--- config.mk ---
export PLATFORM = sky130hd
export DESIGN_NAME = ram_arbiter_flat
export DESIGN_NICKNAME = d
export VERILOG_FILES = /design/src/rtl/ram_arbiter_if.sv /design/src/rtl/ram_arbiter.sv /design/src/flat_wrapper.sv
export SDC_FILE = /design/constraint.sdc
export NUM_CORES = 1
export LEC_CHECK = 0
export CORE_AREA = 3 3 100 102
export DETAILED_ROUTE_END_ITERATION = 8
export DIE_AREA = 0 0 103 105
export PLACE_DENSITY = 0.69
export SLEW_MARGIN = 20
export SYNTH_ARGS = -nofsm -noshare
export SYNTH_HDL_FRONTEND = slang
export SYNTH_SLANG_ARGS = --single-unit
--- constraint.sdc ---
create_clock -name clk_i -period 1.7 [get_ports clk_i]
set_input_delay 0.34 -clock clk_i [delete_from_list [all_inputs] [get_ports clk_i]]
set_output_delay 0.34 -clock clk_i [all_outputs]
set_load 0.05 [all_outputs]
--- src/rtl/ram_arbiter_if.sv ---
// ram_arbiter_if: host-port and RAM-port signal bundle for ram_arbiter.
interface ram_arbiter_if #(parameter int MEM_SIZE = 65536);
   localparam int AW = $clog2(MEM_SIZE) - 2;
   logic          instr_req_i;
   logic          data_req_i;
   logic [31:0]   instr_addr_i;
   logic [31:0]   data_addr_i;
   logic          data_we_i;
   logic [3:0]    data_be_i;
   logic [31:0]   data_wdata_i;
   logic          instr_gnt_o;
   logic          data_gnt_o;
   logic          instr_rvalid_o;
   logic          data_rvalid_o;
   logic [31:0]   instr_rdata_o;
   logic [31:0]   data_rdata_o;
   logic          instr_err_o;
   logic          data_err_o;
   logic          ram_req_o;
   logic          ram_we_o;
   logic [3:0]    ram_be_o;
   logic [AW-1:0] ram_addr_o;
   logic [31:0]   ram_wdata_o;
   logic [31:0]   ram_rdata_i;
   modport slave (
      input  instr_req_i, data_req_i, instr_addr_i, data_addr_i, data_we_i, data_be_i, data_wdata_i, ram_rdata_i,
      output instr_gnt_o, data_gnt_o, instr_rvalid_o, data_rvalid_o, instr_rdata_o, data_rdata_o,
             instr_err_o, data_err_o, ram_req_o, ram_we_o, ram_be_o, ram_addr_o, ram_wdata_o
   );
   modport master (
      output instr_req_i, data_req_i, instr_addr_i, data_addr_i, data_we_i, data_be_i, data_wdata_i, ram_rdata_i,
      input  instr_gnt_o, data_gnt_o, instr_rvalid_o, data_rvalid_o, instr_rdata_o, data_rdata_o,
             instr_err_o, data_err_o, ram_req_o, ram_we_o, ram_be_o, ram_addr_o, ram_wdata_o
   );
endinterface

--- src/rtl/ram_arbiter.sv ---
// ram_arbiter: shares one single-port RAM between the Ibex instr and data ports.
// Define RAM_ARB_RR_EN for round-robin; otherwise data-first with a MAX_BURST starvation guard.
module ram_arbiter #(
   parameter int          MEM_SIZE  = 65536,
   parameter logic [31:0] MEM_START = 32'h0000_0000,
   parameter int          MAX_BURST = 4
) (
   input logic          clk_i,
   input logic          rst_i,
   ram_arbiter_if.slave bus
);
   localparam int          AW   = $clog2(MEM_SIZE) - 2;
   localparam logic [31:0] MASK = ~(32'(MEM_SIZE) - 32'd1);
   logic          w_gnt_i, w_gnt_d, w_gnt, w_in_i, w_in_d, w_in;
   logic [AW-1:0] w_word;
   logic [31:0]   w_rdata;
   logic          r_valid, r_owner, r_err, r_we;
   assign w_in_i = (bus.instr_addr_i & MASK) == MEM_START;
   assign w_in_d = (bus.data_addr_i & MASK) == MEM_START;
`ifdef RAM_ARB_RR_EN
   logic r_last;
   // r_last=1 means instr was granted last, so data wins the next contention
   assign w_gnt_d = !rst_i && bus.data_req_i && (!bus.instr_req_i || r_last);
   always_ff @(posedge clk_i or posedge rst_i)
      if (rst_i) r_last <= 1'b0;
      else if (w_gnt) r_last <= w_gnt_i;
`else
   logic [3:0] r_burst;
   assign w_gnt_d = !rst_i && bus.data_req_i && !(bus.instr_req_i && r_burst == 4'(MAX_BURST));
   always_ff @(posedge clk_i or posedge rst_i)
      if (rst_i) r_burst <= '0;
      else if (w_gnt_i || !bus.instr_req_i) r_burst <= '0;
      else if (w_gnt_d && r_burst != 4'(MAX_BURST)) r_burst <= r_burst + 4'd1;
`endif
   assign w_gnt_i = !rst_i && bus.instr_req_i && !w_gnt_d;
   assign w_gnt   = w_gnt_i || w_gnt_d;
   assign w_in    = w_gnt_d ? w_in_d : w_in_i;
   assign w_word  = w_gnt_d ? bus.data_addr_i[AW+1:2] : bus.instr_addr_i[AW+1:2];
   assign bus.instr_gnt_o = w_gnt_i;
   assign bus.data_gnt_o  = w_gnt_d;
   assign bus.ram_req_o   = w_gnt && w_in;
   assign bus.ram_we_o    = w_gnt_d && bus.data_we_i;
   assign bus.ram_be_o    = w_gnt_d ? bus.data_be_i : {4{w_gnt_i}};
   assign bus.ram_addr_o  = w_gnt ? w_word : '0;
   assign bus.ram_wdata_o = w_gnt_d ? bus.data_wdata_i : '0;
   always_ff @(posedge clk_i or posedge rst_i)
      if (rst_i) begin
         r_valid <= 1'b0;
         r_owner <= 1'b0;
         r_err   <= 1'b0;
         r_we    <= 1'b0;
      end else begin
         r_valid <= w_gnt;
         r_owner <= w_gnt_d;
         r_err   <= w_gnt && !w_in;
         r_we    <= w_gnt_d && bus.data_we_i;
      end
   // write acks and error responses return zero data
   assign w_rdata            = (r_valid && !r_err && !r_we) ? bus.ram_rdata_i : '0;
   assign bus.instr_rvalid_o = r_valid && !r_owner;
   assign bus.instr_rdata_o  = r_owner ? '0 : w_rdata;
   assign bus.instr_err_o    = r_err && !r_owner;
   assign bus.data_rvalid_o  = r_valid && r_owner;
   assign bus.data_rdata_o   = r_owner ? w_rdata : '0;
   assign bus.data_err_o     = r_err && r_owner;
endmodule

--- src/flat_wrapper.sv ---
// flat-port wrapper written by rule: the top's interface ports become plain ports
module ram_arbiter_flat 
#(
   parameter int          MEM_SIZE  = 65536,
   parameter logic [31:0] MEM_START = 32'h0000_0000,
   parameter int          MAX_BURST = 4
)
  (clk_i, rst_i, bus_instr_req_i, bus_data_req_i, bus_instr_addr_i, bus_data_addr_i, bus_data_we_i, bus_data_be_i, bus_data_wdata_i, bus_ram_rdata_i, bus_instr_gnt_o, bus_data_gnt_o, bus_instr_rvalid_o, bus_data_rvalid_o, bus_instr_rdata_o, bus_data_rdata_o, bus_instr_err_o, bus_data_err_o, bus_ram_req_o, bus_ram_we_o, bus_ram_be_o, bus_ram_addr_o, bus_ram_wdata_o);
  ram_arbiter_if #(.MEM_SIZE(MEM_SIZE)) bus_i ();
  input logic clk_i;
  input logic rst_i;
  input wire logic [$bits(bus_i.instr_req_i)-1:0] bus_instr_req_i;
  input wire logic [$bits(bus_i.data_req_i)-1:0] bus_data_req_i;
  input wire logic [$bits(bus_i.instr_addr_i)-1:0] bus_instr_addr_i;
  input wire logic [$bits(bus_i.data_addr_i)-1:0] bus_data_addr_i;
  input wire logic [$bits(bus_i.data_we_i)-1:0] bus_data_we_i;
  input wire logic [$bits(bus_i.data_be_i)-1:0] bus_data_be_i;
  input wire logic [$bits(bus_i.data_wdata_i)-1:0] bus_data_wdata_i;
  input wire logic [$bits(bus_i.ram_rdata_i)-1:0] bus_ram_rdata_i;
  output wire logic [$bits(bus_i.instr_gnt_o)-1:0] bus_instr_gnt_o;
  output wire logic [$bits(bus_i.data_gnt_o)-1:0] bus_data_gnt_o;
  output wire logic [$bits(bus_i.instr_rvalid_o)-1:0] bus_instr_rvalid_o;
  output wire logic [$bits(bus_i.data_rvalid_o)-1:0] bus_data_rvalid_o;
  output wire logic [$bits(bus_i.instr_rdata_o)-1:0] bus_instr_rdata_o;
  output wire logic [$bits(bus_i.data_rdata_o)-1:0] bus_data_rdata_o;
  output wire logic [$bits(bus_i.instr_err_o)-1:0] bus_instr_err_o;
  output wire logic [$bits(bus_i.data_err_o)-1:0] bus_data_err_o;
  output wire logic [$bits(bus_i.ram_req_o)-1:0] bus_ram_req_o;
  output wire logic [$bits(bus_i.ram_we_o)-1:0] bus_ram_we_o;
  output wire logic [$bits(bus_i.ram_be_o)-1:0] bus_ram_be_o;
  output wire logic [$bits(bus_i.ram_addr_o)-1:0] bus_ram_addr_o;
  output wire logic [$bits(bus_i.ram_wdata_o)-1:0] bus_ram_wdata_o;
  assign bus_i.instr_req_i = bus_instr_req_i;
  assign bus_i.data_req_i = bus_data_req_i;
  assign bus_i.instr_addr_i = bus_instr_addr_i;
  assign bus_i.data_addr_i = bus_data_addr_i;
  assign bus_i.data_we_i = bus_data_we_i;
  assign bus_i.data_be_i = bus_data_be_i;
  assign bus_i.data_wdata_i = bus_data_wdata_i;
  assign bus_i.ram_rdata_i = bus_ram_rdata_i;
  assign bus_instr_gnt_o = bus_i.instr_gnt_o;
  assign bus_data_gnt_o = bus_i.data_gnt_o;
  assign bus_instr_rvalid_o = bus_i.instr_rvalid_o;
  assign bus_data_rvalid_o = bus_i.data_rvalid_o;
  assign bus_instr_rdata_o = bus_i.instr_rdata_o;
  assign bus_data_rdata_o = bus_i.data_rdata_o;
  assign bus_instr_err_o = bus_i.instr_err_o;
  assign bus_data_err_o = bus_i.data_err_o;
  assign bus_ram_req_o = bus_i.ram_req_o;
  assign bus_ram_we_o = bus_i.ram_we_o;
  assign bus_ram_be_o = bus_i.ram_be_o;
  assign bus_ram_addr_o = bus_i.ram_addr_o;
  assign bus_ram_wdata_o = bus_i.ram_wdata_o;
  ram_arbiter #(.MEM_SIZE(MEM_SIZE), .MEM_START(MEM_START), .MAX_BURST(MAX_BURST)) u_core (.clk_i(clk_i), .rst_i(rst_i), .bus(bus_i));
endmodule
# Word level (Yosys, flattened, before mapping)
# Cells that the tools add are included.
# W data, S select, Z words.
[totals]
regBits = 8
inputBits = 137
wordCells = 46
[op_classes]
add_sub_neg = 1
eq_ne = 2
muxes = 10
n_reduce_logical = 28
[ops]
columns = ["op", "n"]
rows = [
  ["$mux W32", 4],
  ["$logic_not A32 Y1", 2],
  ["$mux W14", 2],
  ["$logic_and A1 B1 Y1", 15],
  ["$mux W4", 3],
  ["$logic_not A1 Y1", 8],
  ["$add A4 B1 Y4 const B", 1],
  ["$eq A4 B3 Y1 const B", 1],
  ["$ne A4 B3 Y1 const B", 1],
  ["$logic_or A1 B1 Y1", 2],
  ["$reduce_bool A2 Y1", 1],
  ["$mux W1", 1],
]

# Logic depth before layout (Yosys ltp)
[depth]
depth_word = 8
depth_mapped = 8
depth_no_buf = 7

# Worst setup path after synthesis
# No wires, ideal clock.
[synth_timing]
kind = "reg2out"
start = "register u_core.r_burst[0]"
end = "output port bus_ram_req_o"
arrival_ns = 1.783
required_ns = 1.360
setup_slack_ns = -0.423
stages_incl_launch_ff = 7
path_buffers = 0
path_cell_list = "dfrtp_1 > inv_1 > ha_1 > nand4b_2 > nand3_4 > nand3_2 > o22ai_1"
[synth_between]
elab_chain_len = 8
[synth_rtl]
columns = ["element", "line_no", "text"]
rows = [
  ["start: declaration", "ram_arbiter.sv:28", "logic [3:0] r_burst;"],
  ["start signal: assignment", "ram_arbiter.sv:33", "else if (w_gnt_d && r_burst != 4'(MAX_BURST)) r_burst <= r_burst + 4'd1;"],
  ["$eq A4 B3 Y1 (*)", "ram_arbiter.sv:29", "assign w_gnt_d = !rst_i && bus.data_req_i && !(bus.instr_req_i && r_burst == 4'(MAX_BURST));"],
  ["$logic_and A1 B1 Y1 (*)", "ram_arbiter.sv:29", ""],
  ["$logic_not A1 Y1 (*)", "ram_arbiter.sv:29", ""],
  ["$logic_and A1 B1 Y1 (*)", "ram_arbiter.sv:29", ""],
  ["$logic_not A1 Y1", "ram_arbiter.sv:35", "assign w_gnt_i = !rst_i && bus.instr_req_i && !w_gnt_d;"],
  ["$logic_and A1 B1 Y1", "ram_arbiter.sv:35", ""],
  ["$logic_or A1 B1 Y1", "ram_arbiter.sv:36", "assign w_gnt = w_gnt_i || w_gnt_d;"],
  ["$logic_and A1 B1 Y1 (*)", "ram_arbiter.sv:41", "assign bus.ram_req_o = w_gnt && w_in;"],
  ["end: declaration", "flat_wrapper.sv:28", "output wire logic [$bits(bus_i.ram_req_o)-1:0] bus_ram_req_o;"],
]
# Every way passes the cells marked *; elsewhere a longest branch is shown, timed or not.

# Worst setup path after layout
[layout_timing]
start = "register u_core.r_burst[0]"
end = "output port bus_ram_addr_o[8]"
[layout_between]
elab_chain_len = 8
[layout_rtl]
columns = ["element", "line_no", "text"]
rows = [
  ["$eq A4 B3 Y1 (*)", "ram_arbiter.sv:29", ""],
  ["$logic_and A1 B1 Y1 (*)", "ram_arbiter.sv:29", ""],
  ["$logic_not A1 Y1 (*)", "ram_arbiter.sv:29", ""],
  ["$logic_and A1 B1 Y1 (*)", "ram_arbiter.sv:29", ""],
  ["$logic_not A1 Y1", "ram_arbiter.sv:35", ""],
  ["$logic_and A1 B1 Y1", "ram_arbiter.sv:35", ""],
  ["$logic_or A1 B1 Y1", "ram_arbiter.sv:36", ""],
  ["$mux W14 (*)", "ram_arbiter.sv:44", "assign bus.ram_addr_o = w_gnt ? w_word : '0;"],
  ["end: declaration", "flat_wrapper.sv:31", "output wire logic [$bits(bus_i.ram_addr_o)-1:0] bus_ram_addr_o;"],
]
# Marked as above.

==> impl_metrics.tcl <==
set metrics [dict create \
    clock-sinks 8 \
    seqPwrFrac_pct 10.0 \
    die_h_um 105 \
    syn_avg_cell_area_um2 7.556 \
    ys_warn_count 0 \
    antenna_found_initial 0 \
    final.fill_count 668 \
    dp_hpwl_um 8255 \
    grt_max_degree 28 \
    io_pins 259 \
    clk_pin_slew_ns 0.04 \
    yosysSeqAreaShare_pct 14.64 \
    std_cell_rows 35 \
    use_met2_pct 36.39 \
    multi_input_area_um2 1539 \
    cp.arrival_ns 1.68 \
    synth-edff-count 0 \
    vias 2465 \
    first_global_vias 2803 \
    dp_cells 561 \
    detail_route.wl_per_cell_um 17.39 \
    crit_required_ns 1.36 \
    violations "setup timing" \
    drtAntennaViolNets 0 \
    place.gp.congestion 0.8457 \
    ff2ff_setup_slack_ns 0.16 \
    synth-seq-cells 8 \
    max-cap-violations 0 \
    slew_headroom_pct 82.89 \
    finClkSkew_ns 0.001558 \
    synth_cells 181 \
    status "finished, violations left" \
    die_x_um 103 \
    num_antenna_cells 0 \
    irDropWorstVdd_mv 0.2168 \
    intPower_w 0.001268 \
    synth_top_area_share_pct 45.29 \
    numPortBuffers 254 \
    viasPerCell 4.272 \
    synth_area_leader_cell "and2_1" \
    leakagePower_nw 2.733 \
    instances_no_fill 577 \
    drc 0 \
    async_flop_share_pct 100.0 \
    end_kind "output pin" \
    ys_top_cells_by_area "and2_1, dfrtp_1, a22o_1, nor4_1, o21a_1" \
    synth_common_cells "and2_1, a22o_1, nor4_1" \
    cellPowerDensity_nw_per_um2 335.0 \
    period_needed_ns 2.018 \
    tns_ns -24.98 \
    synth_cell_types 32 \
    totalWireLength_um 10030 \
    synth.most_common_cell "and2_1" \
    nets 607 \
    fin_crit_sh_pct 118.7 \
    initial_core_util_pct 14.87 \
    slew_viol_final 0 \
    dr.first_iter.drc_count 37 \
    area_growth_pct 352.9 \
    p_clk_share_pct 11.1 \
    worstMarginPinSlew_ns 0.2545 \
    switching_share_pct 38.89 \
    met1_usage_pct 16.53 \
    power_switching_w 0.0008071 \
    timing.fmax_ghz 0.4956 \
    timing.final.hold_violations 0 \
    grt_pass1_wl_um 15080 \
    fin_ws_ns -0.3178 \
    path_class "reg2out" \
    grtUsageMet3_pct 5.607 \
    first_pass_iters 4 \
    cts_buffers 3 \
    grtUsageTotal_pct 17.92 \
    cts_tree "built" \
    worstPathMaxFanout 5 \
    grt.busiest_layer "met2" \
    drive_above_1_share_pct 63.95 \
    cts-hold-fix-buffers 0 \
    netlist_area_um2 1368 \
    clk_path_buf_depth 2 \
    htree_levels 1 \
    die-area_um2 10820 \
    clk_latency_ns 0.23 \
    start_kind "flop" \
    cts-root-buf "clkbuf_8" \
    core_um2 9196 \
    regArea_um2 200.2 \
    synth_fp_nets 320 \
    setup_violations 118 \
    grt-ovfl-total 0 \
    yosys_most_used_dff "dfrtp_1" \
    rsz0062_at_grt "yes" \
    pwr-share-comb_pct 79.0 \
    hp-class "in2async" \
]
-- layer usage --
| metal | wire length [µm] | part of all wire (%) |
|---|---|---|
| met5 | 0 | 0 |
| met4 | 154 | 1.5 |
| met3 | 967 | 9.6 |
| met2 | 5946 | 59 |
| met1 | 2964 | 30 |
-- metrics by stage --
step / hold slack, ns / setup slack (ns) / utilization [%] / total power (W) / area [µm²]
after floorplan: 0.1445 / -0.1010 / - / 0.0008305 / 1627
after global placement: 0.6503 / -0.4108 / 61.84 / 0.001721 / 5687
after detailed placement: 0.6974 / -0.4411 / 61.84 / 0.001742 / 5687
after CTS: 0.2926 / -0.3310 / 66.99 / 0.002104 / 6161
after global routing: 0.3123 / -0.3960 / 67.35 / 0.002162 / 6193
final: 0.2923 / -0.3178 / 67.35 / 0.002075 / 6193
-- state kept, by name, indices dropped and copies added, names as in the netlist --
signal / flops
u_core.r_err: 1
u_core.r_valid: 1
u_core.r_owner: 1
u_core.r_burst: 4
u_core.r_we: 1
-- power by group through the flow --
stage / registers, W / clock network, W / logic (W)
floorplan: 0.000207 / 0 / 0.000624
global placement: 0.000209 / 0 / 0.00151
global route: 0.000208 / 0.000250 / 0.00170
CTS: 0.000207 / 0.000234 / 0.00166
detailed placement: 0.000210 / 0 / 0.00153
finish: 0.000207 / 0.000230 / 0.00164
-- final cells by class --
cell class,count,area share [%]
Timing Repair Buffer,293,68.28
Multi-Input combinational cell,156,24.85
Sequential cell,8,3.232
Tap cell,111,2.242
Clock buffer,3,0.6667
Inverter,5,0.5859
Timing Repair inverter,1,0.1414
-- placed cells by master, fill, tap and decap left out, drive strengths merged --
cell           instances
inv                    4
a22o                  15
nand2b                 1
nor4b                  1
a21boi                 1
ha                     2
a22oi                  1
nor2                   2
nand2                  1
and2                 100
buf                  160
dfrtp                  8
or3b                   1
nand4                  2
o21a                   5
clkinv                 2
o21ai                  2
nor3b                  1
o22ai                  1
dlygate4sd2            8
nand3                  3
dlymetal6s2s          12
nor4                   9
clkdlybuf4s50        112
nand4b                 1
clkbuf                 4
a21oi                  1
and4bb                 1
nor2b                  5
-- critical path: stages (launching register included) --
cell and delay [ns]:
dfrtp_1 0.38, inv_2 0.07, ha_4 0.14, nand4b_4 0.10, nand3_4 0.12, inv_6 0.07
clkbuf_16 0.16, a22o_4 0.26, buf_12 0.14
-- cell families after synthesis --
| logic type | count (synthesis) | share of synthesized area, % |
|---|---|---|
| buf+inv | 17 | 7.411 |
| flops | 8 | 14.64 |
| compound gates | 26 | 15.01 |
| fa+ha+maj | 2 | 1.830 |
| simple gates | 128 | 61.12 |
-- final timing paths --
| path | depth (start not counted) | start | endpoint |
|---|---|---|---|
| setup reg to reg | 9 | u_core.r_burst[0] | u_core.r_burst[1] |
| min in group clk_i | 3 | bus_instr_req_i | u_core.r_burst[3] |
| hold / removal | 3 | rst_i | u_core.r_valid |
| max in group asynchronous | 4 | rst_i | u_core.r_burst[0] |
| hold reg to reg | 3 | u_core.r_burst[1] | u_core.r_burst[1] |
| setup / recovery | 8 | u_core.r_burst[0] | bus_ram_addr_o[8] |
-- repair_timing --
item | in CTS | in global routing
endpoints found under the setup margin | 119 | 119
cloned | 7 | 1
pin swaps | 67 | 13
buffers inserted | 7 | 1
gates resized for setup | 105 | 20
(Power assumes the default switching activity.)
